<file path="src/rtl/mul_sched_pkg.sv">
// Shared types and constants for the mul_sched scheduler and its multiplier core.
package mul_sched_pkg;

  typedef enum logic [1:0] {
    IDLE = 2'd0,
    BUSY = 2'd1,
    DONE = 2'd2
  } state_t;

  localparam int OP_W  = 4;
  localparam int RES_W = 8;
  localparam int ITER  = 4;
  localparam int CNT_W = $clog2(ITER + 1);

endpackage

</file>
<file path="src/rtl/seq_mul_core.sv">
// 4-bit sequential shift-add multiplier: one iteration per cycle after start.
// done is high in the cycle of the last iteration, with p showing that iteration's result.
module seq_mul_core
  import mul_sched_pkg::*;
(
  input  logic             clk,
  input  logic             rstn,
  input  logic             start,
  input  logic [OP_W-1:0]  a,
  input  logic [OP_W-1:0]  b,
  output logic             done,
  output logic [RES_W-1:0] p
);

  logic [OP_W-1:0]    a_reg;
  logic [2*OP_W:0]    acc;
  logic [CNT_W-1:0]   cnt;
  logic               run;
  logic [OP_W:0]      upper;
  logic [2*OP_W:0]    acc_step;

  always_comb begin
    upper    = acc[2*OP_W:OP_W] + (acc[0] ? {1'b0, a_reg} : '0);
    acc_step = {1'b0, upper, acc[OP_W-1:1]};
  end

  // p is taken from the combinational next value so the scheduler can latch it
  // on the same edge that retires the last iteration.
  assign done = run && (cnt == CNT_W'(1));
  assign p    = acc_step[RES_W-1:0];

  always_ff @(posedge clk or negedge rstn) begin
    if (!rstn) begin
      a_reg <= '0;
      acc   <= '0;
      cnt   <= '0;
      run   <= 1'b0;
    end else if (start) begin
      a_reg <= a;
      acc   <= {{(OP_W+1){1'b0}}, b};
      cnt   <= CNT_W'(ITER);
      run   <= 1'b1;
    end else if (run) begin
      acc <= acc_step;
      cnt <= cnt - CNT_W'(1);
      if (cnt == CNT_W'(1)) run <= 1'b0;
    end
  end

endmodule

</file>
<file path="src/rtl/mul_sched.sv">
// Round-robin scheduler sharing one sequential multiplier among N_REQ requesters.
// Optional build macro MUL_SCHED_BYPASS_EN: zero operands skip the core and finish in one cycle.
//
// state | meaning
// IDLE  | arbitrating; winner granted and launched at the edge
// BUSY  | core iterating; result latched on core done
// DONE  | result held on res_* until res_valid && res_ready
module mul_sched
  import mul_sched_pkg::*;
#(
  parameter int N_REQ = 4,
  parameter int IDW   = $clog2(N_REQ)
) (
  input  logic                  clk,
  input  logic                  rstn,
  input  logic [N_REQ-1:0]      req,
  input  logic [OP_W*N_REQ-1:0] a_in,
  input  logic [OP_W*N_REQ-1:0] b_in,
  output logic [N_REQ-1:0]      gnt,
  output logic                  res_valid,
  output logic [RES_W-1:0]      res_data,
  output logic [IDW-1:0]        res_id,
  input  logic                  res_ready
);

  state_t             state, state_nxt;
  logic [IDW-1:0]     rr_ptr;
  logic [IDW-1:0]     cand;
  logic [IDW-1:0]     win;
  logic [IDW-1:0]     nxt_ptr;
  logic               found;
  logic [OP_W-1:0]    a_win;
  logic [OP_W-1:0]    b_win;
  logic               take;
  logic               start;
  logic               core_done;
  logic [RES_W-1:0]   core_p;
`ifdef MUL_SCHED_BYPASS_EN
  logic               bypass_hit;
`endif

  // Search starts at rr_ptr and wraps modulo N_REQ; first requesting index wins.
  always_comb begin
    found   = 1'b0;
    win     = '0;
    cand    = '0;
    a_win   = '0;
    b_win   = '0;
    for (int k = 0; k < N_REQ; k++) begin
      cand = IDW'((32'(rr_ptr) + 32'(k)) % N_REQ);
      if (!found && req[cand]) begin
        found = 1'b1;
        win   = cand;
      end
    end
    for (int i = 0; i < N_REQ; i++) begin
      if (IDW'(i) == win) begin
        a_win = a_in[i*OP_W +: OP_W];
        b_win = b_in[i*OP_W +: OP_W];
      end
    end
    nxt_ptr = IDW'((32'(win) + 32'd1) % N_REQ);
  end

  always_comb begin
    state_nxt = state;
    take      = 1'b0;
    start     = 1'b0;
    gnt       = '0;
`ifdef MUL_SCHED_BYPASS_EN
    bypass_hit = 1'b0;
`endif
    case (state)
      IDLE: begin
        if (found && rstn) begin
          take = 1'b1;
          gnt  = N_REQ'(1) << win;
`ifdef MUL_SCHED_BYPASS_EN
          if (a_win == '0 || b_win == '0) begin
            bypass_hit = 1'b1;
            state_nxt  = DONE;
          end else begin
            start     = 1'b1;
            state_nxt = BUSY;
          end
`else
          start     = 1'b1;
          state_nxt = BUSY;
`endif
        end
      end
      BUSY: if (core_done) state_nxt = DONE;
      DONE: if (res_ready) state_nxt = IDLE;
      default: state_nxt = IDLE;
    endcase
  end

  always_ff @(posedge clk or negedge rstn) begin
    if (!rstn) begin
      state    <= IDLE;
      rr_ptr   <= '0;
      res_data <= '0;
      res_id   <= '0;
    end else begin
      state <= state_nxt;
      if (take) begin
        res_id <= win;
        rr_ptr <= nxt_ptr;
`ifdef MUL_SCHED_BYPASS_EN
        if (bypass_hit) res_data <= '0;
`endif
      end else if (state == BUSY && core_done) begin
        res_data <= core_p;
      end
    end
  end

  assign res_valid = (state == DONE);

  seq_mul_core u_core (
    .clk   (clk),
    .rstn  (rstn),
    .start (start),
    .a     (a_win),
    .b     (b_win),
    .done  (core_done),
    .p     (core_p)
  );

endmodule

</file>
<file path="config.mk">
export PLATFORM = sky130hd
export DESIGN_NAME = mul_sched
export DESIGN_NICKNAME = d
export VERILOG_FILES = /design/src/rtl/mul_sched_pkg.sv /design/src/rtl/seq_mul_core.sv /design/src/rtl/mul_sched.sv
export SDC_FILE = /design/constraint.sdc
export NUM_CORES = 1
export LEC_CHECK = 0
export ABC_CLOCK_PERIOD_IN_PS = 2700
export BUFFER_PORTS_ARGS = -buffer_cell sky130_fd_sc_hd__buf_2
export CORE_MARGIN = 2
export CORE_UTILIZATION = 40
export DETAILED_ROUTE_END_ITERATION = 6
export GPL_TIMING_DRIVEN = 0
export REMOVE_ABC_BUFFERS = 1
export SETUP_SLACK_MARGIN = 0.1
export SLEW_MARGIN = 20
export SYNTH_ARGS = -nofsm -noshare
export SYNTH_HDL_FRONTEND = slang
export SYNTH_SLANG_ARGS = --single-unit
</file>
<file path="constraint.sdc">
create_clock -name clk -period 2.7 [get_ports clk]
set_clock_uncertainty 0.15 [all_clocks]
set_input_delay 0.27 -clock clk [delete_from_list [all_inputs] [get_ports clk]]
set_output_delay 0.27 -clock clk [all_outputs]
set_load 0.005 [all_outputs]
</file>
==> results.yml, run 1 <==
layout:
  stdcell_count: 307
  layout_common_cells: "53 x buf_2, 30 x dfrtp_1, 18 x inv_1"
  area_growth_pct: 23.0
  layout_commonest_cell: "buf_2"
  nets: 302
  antenna_cells: 0
  drive_above_1_share: 0.300
  fill_cells: 461
  multiInputGateArea_um2: 1060
  seqCellArea_um2: 751
place:
  hpwlAfterDp_um: 3130
  gp_congestion: 0.792
  io_buffers: 53
  dpl.cell_count: 297
route:
  remaining_drc_errors: 0
  dr_total_vias: 1620
  ant_nets: 0
  routed_wl_um: 4300
  initialDrtViolationCount: 50
  vias_per_cell: 5.28
  drt-pass1-iter-count: 4
  wl_per_cell_um: 14.0
sta:
  worst_slew_pin_slew_ps: 695
  relSlewSlack: 0.537
  finalHoldViolations: 0
  timing.hold.ws_ps: 22.3
  fin_tns_setup_ps: 0
  rsz0062_at_grt: "true"
  period_share: 0.921
  fmax_mhz: 402
  setup_violations: 0
  slew_violations: 0
  min_period_ps: 2490
die:
  die_x_um: 73.2
  die_h_um: 73.2
  start_util: 0.410
  dieArea_um2: 5350
  ioPinCount: 54
  rows: 25
  fp.coreArea_um2: 4660
power:
  leakage_nw: 1.14
  power.density_nw_per_um2: 1070
  peakVddDrop_uv: 356
global_route:
  grt_max_degree: 31
  grt.overflow.total: 0
  grt_pass1_vias: 1490
  grt_first_pass_wirelength_um: 6870
  grt.total_usage: 0.165
  antenna_found_initial: 0
critical_path:
  cp_data_arrival_time_ps: 2070
  crit_path_start: "rr_ptr[1]$_DFFE_PN0P_"
  r2r_start: "rr_ptr[1]$_DFFE_PN0P_"
  critPathLaunchType: "register"
  setup.worst_path.class: "reg2out"
  cp-end-kind: "output pin"
  crit_fanout: 9
  r2r_slack_ps: 380
  r2r-end: "u_core.acc[3]$_DFFE_PN0P_"
  critical_path.endpoint: "gnt[0]"
  reg2regPathDepth: 7
  crit_required_ps: 2280
synth:
  yosysSeqAreaShare: 0.392
  ys.flop_type: "dfrtp_1"
  synthDistinctLibCells: 42
  avgSynthCellArea_um2: 9.57
  syn-instance-count: 200
  async_flop_share: 1.00
  synth_seq_cells: 30
  yosys_warnings: 0
  synth_edf_count: 0
  synth_area_um2: 1910
clock_network:
  clk_pin_slew_worst_paths_ps: 60
  cts.sinks: 30
  clk_path_buf_depth: 2
  cts-root-buf: "clkbuf_8"
  cts_buffers: 5
  post_cts_buffers: 0
  cts_tree: "built"
  htreeDepth: 2
  clk-insertion-delay-late_ps: 280
hold_path:
  hold_path_class: "in2reg"
status:
  status: "finished clean"
run:
  drv_cap: 0
[worst min path at each step]
| stage | endpoint | from | depth (start not counted) |
|---|---|---|---|
| 3_3_place_gp | u_core.run$_DFF_PN0_ | rstn | 1 |
| 6_report | state[1]$_DFFE_PN0P_ | res_ready | 2 |
| 2_1_floorplan | res_data[0]$_DFFE_PN0P_ | rstn | 0 |
| 5_1_grt | state[1]$_DFFE_PN0P_ | res_ready | 2 |
| 3_5_place_dp | u_core.run$_DFF_PN0_ | rstn | 1 |
| 4_1_cts | state[1]$_DFFE_PN0P_ | res_ready | 2 |
[logic make-up after synthesis]
logic type                 after synthesis  synth area share
DFF                                     30             0.392
xor gates and xnor gates                 3            0.0137
and+or+nand+nor                         55             0.165
muxes                                   12            0.0687
adders and majority gates               11            0.0759
buffers and inverters                   28            0.0569
AOI/OAI and AO/OA                       61             0.228
[what timing repair did]
| item | CTS | global route |
|---|---|---|
| hold endpoints to repair | 30 | 0 |
| hold buffers | 2 | 0 |
| resized for setup | 1 | 2 |
| endpoints found under the setup margin | 1 | 5 |
[Yosys cell counts (2+ instances only)]
cell type	instances	share of area
dfrtp_1	30	0.39
inv_1	18	0.035
a21oi_1	17	0.044
nand2_1	12	0.024
ha_1	10	0.065
nand3b_1	9	0.035
a221o_1	8	0.042
nor2_1	8	0.016
o21ai_0	8	0.021
a211oi_1	6	0.024
a31oi_1	6	0.020
clkbuf_1	6	0.012
mux2i_1	6	0.031
mux2_2	5	0.029
a22oi_1	4	0.016
and3_1	4	0.013
nand2b_1	4	0.013
nor2b_1	4	0.013
and2_1	3	0.0098
buf_2	3	0.0078
and3b_1	2	0.0092
nor3_1	2	0.0052
o22ai_1	2	0.0065
o31ai_1	2	0.0078
o41a_1	2	0.012
or2_2	2	0.0065
xnor2_1	2	0.0092
[routing by layer]
layer	GRT usage	up-vias	share of wire	wire, µm
met5	0	-	0	0
met3	0.0401	7	0.048	207
met2	0.245	41	0.44	1900
met4	0.0556	0	0.014	61
met1	0.235	748	0.50	2130
li1	-	824	-	-
[where the power goes]
group / internal, W / switching, W
logic: 0.000620 / 0.000605
clock network: 0.000257 / 0.000168
registers: 0.000673 / 0.000190
total: 0.00155 / 0.000963
[critical path, cell delays in order, from the launching register on]
cell and delay [ps]:
dfrtp_1 420, nand2_1 80, a311oi_1 420, or2_2 210, ha_1 340, and3_1 210, buf_2 110
[final cells by class]
| cell class | count | area share |
|---|---|---|
| multi-input combinational | 142 | 0.451 |
| sequential | 30 | 0.319 |
| timing repair buffer | 55 | 0.126 |
| clock buffer | 8 | 0.0468 |
| inverter | 18 | 0.0287 |
| tap | 54 | 0.0287 |
[through the flow]
| step | cell area, µm² | total power, W | worst slack, ps | util |
|---|---|---|---|---|
| 3_3_place_gp | 2200 | 0.00207 | 228 | 0.473 |
| 2_1_floorplan | 1870 | 0.00175 | 623 | - |
| 5_1_grt | 2350 | 0.00275 | 79.5 | 0.505 |
| 4_1_cts | 2350 | 0.00254 | 110 | 0.504 |
| 3_5_place_dp | 2200 | 0.00210 | 219 | 0.473 |
| 6_report | 2350 | 0.00251 | 213 | 0.505 |
Power figures use the tool's default switching activity.
==> run 2: changes to the inputs <==
SYNTH_HIERARCHICAL = 1   (was default)
==> run 2 against run 1 <==
Effect of this change: setup slack worse by 47 ps; cell count down 2.6%; sequential power down 6.8%; total power down 4.5%; clock power up 3%; largest power group unchanged; wire length down 9.7%; via count down 6.6%; synthesized cell count down 5.5%.
==> results.yml, run 2 <==
route:
  wl_per_cell_um: 13.0
  initialDrtViolationCount: 94
  remaining_drc_errors: 0
  vias_per_cell: 5.06
  routed_wl_um: 3880
  ant_nets: 0
  drt-pass1-iter-count: 4
  dr_total_vias: 1513
power:
  power.density_nw_per_um2: 998
  peakVddDrop_uv: 532
  leakage_nw: 1.20
  power.total_w: 0.00240
layout:
  nets: 294
  area_growth_pct: 27.1
  layout_common_cells: "52 x buf_2, 29 x dfrtp_1, 17 x nand2_1"
  drive_above_1_share: 0.412
  layout_commonest_cell: "buf_2"
  fill_cells: 442
  antenna_cells: 0
  seqCellArea_um2: 752
  multiInputGateArea_um2: 1100
clock_network:
  cts.sinks: 30
  cts_buffers: 5
  clk_path_buf_depth: 2
  htreeDepth: 2
  cts_tree: "built"
  cts-root-buf: "clkbuf_8"
  clk-insertion-delay-late_ps: 280
  clk_pin_slew_worst_paths_ps: 60
global_route:
  grt.overflow.total: 0
  grt_first_pass_wirelength_um: 6490
  grt_pass1_vias: 1441
  grt.total_usage: 0.162
  antenna_found_initial: 0
  grt_max_degree: 31
synth:
  syn-instance-count: 189
  synthDistinctLibCells: 43
  async_flop_share: 1.00
  synth_edf_count: 0
  yosys_warnings: 6
  netlist.area_leader.share: 0.397
  avgSynthCellArea_um2: 10.0
  yosysSeqAreaShare: 0.397
  yosysMostFrequentCell: "dfrtp_1"
  ys.flop_type: "dfrtp_1"
  synth_common_cells: "30 x dfrtp_1, 17 x nand2_1, 12 x mux2_2"
  netlist_top_cells_area: "dfrtp_1 40%, mux2_2 7.1%, ha_1 6.6%"
  synth_area_um2: 1890
  synth_seq_cells: 30
  synth_largest_area_cell: "dfrtp_1"
place:
  gp_congestion: 0.747
  io_buffers: 53
  hpwlAfterDp_um: 2780
sta:
  period_share: 0.939
  relSlewSlack: 0.614
  rsz0062_at_grt: "true"
  min_period_ps: 2530
  fmax_mhz: 395
  setup_violations: 0
  finalHoldViolations: 0
  fin_tns_setup_ps: 0
  worst_slew_pin_slew_ps: 578
  slew_violations: 0
critical_path:
  r2r_start: "rr_ptr[1]$_DFFE_PN0P_"
  crit_path_start: "rr_ptr[1]$_DFFE_PN0P_"
  critPathLaunchType: "register"
  setup.worst_path.class: "reg2out"
  cp-end-kind: "output pin"
  cp_data_arrival_time_ps: 2110
  r2r_slack_ps: 220
  crit_required_ps: 2280
  crit_fanout: 17
die:
  die_x_um: 72.8
  die_h_um: 72.8
  dieArea_um2: 5300
  fp.coreArea_um2: 4630
  ioPinCount: 54
  rows: 25
  start_util: 0.409
run:
  drv_cap: 0
hold_path:
  holdCritStartpoint: "res_ready"
  hold_path_class: "in2reg"
status:
  status: "finished clean"
[run 2: cell count changes in the layout (fill, tap and decap cells not counted), sizes merged, moves of 7 or more]
cell | before | now
a21oi | 17 | 6
mux2 | 6 | 13
a221o | 8 | 0
a221oi | 0 | 8
nor2b | 4 | 11
nand3b | 9 | 2
[run 2: final timing paths]
| path | endpoint | cells past startpoint |
|---|---|---|
| max | gnt[2] | 6 |
| min in group asynchronous | res_data[5]$_DFFE_PN0P_ | 3 |
| max reg2reg | u_core/a_reg[0]$_DFFE_PN0P_ | 8 |
| min reg2reg | res_data[2]$_DFFE_PN0P_ | 1 |
| min | state[1]$_DFFE_PN0P_ | 2 |
| max in group asynchronous | rr_ptr[1]$_DFFE_PN0P_ | 3 |
[run 2: timing repair]
item                       in CTS  in global routing
resized for setup               4                 14
gates cloned                    0                  0
setup endpoints to repair      11                 11
hold endpoints to repair       30                  0
pin swaps                       0                  1
hold buffers                    2                  0
buffers inserted                1                  3
[run 2: through the flow]
| stage | area (µm²) | util | hold slack (ps) | instances | setup slack (ps) |
|---|---|---|---|---|---|
| 6_report | 2400 | 0.519 | 29.6 | 299 | 166 |
| 5_1_grt | 2400 | 0.519 | 30.0 | 299 | 79.6 |
| 4_1_cts | 2320 | 0.501 | 20.4 | 296 | 62.0 |
| 3_5_place_dp | 2160 | 0.467 | 194 | 285 | 6.66 |
| 3_3_place_gp | 2160 | 0.467 | 201 | 285 | 5.93 |
| 2_1_floorplan | 1830 | - | -176 | 178 | 271 |
[run 2: layout make-up]
type,instances,area share
Timing Repair Buffer,59,0.136
Clock buffer,7,0.0318
Multi-Input combinational cell,135,0.458
Clock inverter,1,0.0125
Tap cell,54,0.0281
Sequential cell,30,0.313
Inverter,13,0.0203
[run 2: logic make-up after synthesis]
family,count (synthesis),synth area share
flip-flops,30,0.397
XOR/XNOR,3,0.0139
AO/OA/AOI/OAI,41,0.156
adder cells (fa/ha/maj),11,0.0767
multiplexers,21,0.122
buffers and inverters,24,0.0582
AND/OR/NAND/NOR,59,0.177
[run 2: per-layer routing]
metal  global-route usage  up-vias  part of all wire
met5                    0        -                 0
met4               0.0802        0             0.020
met3               0.0497        5             0.060
met2                0.243       53              0.43
met1                0.210      684              0.49
li1                     -      771                 -
[run 2: worst max-delay path, stage by stage (launching register included)]
cell     delay [ps]
dfrtp_2         420
mux2i_1         240
nor2_2           80
or4_4           500
ha_2            310
and2_1          170
buf_2           120
[run 2: where the power goes]
part / internal, W / switching (W) / total (W)
Clock: 0.000276 / 0.000161 / 0.000437
Combinational: 0.000608 / 0.000550 / 0.00116
Sequential: 0.000650 / 0.000155 / 0.000805
Total: 0.00153 / 0.000866 / 0.00240
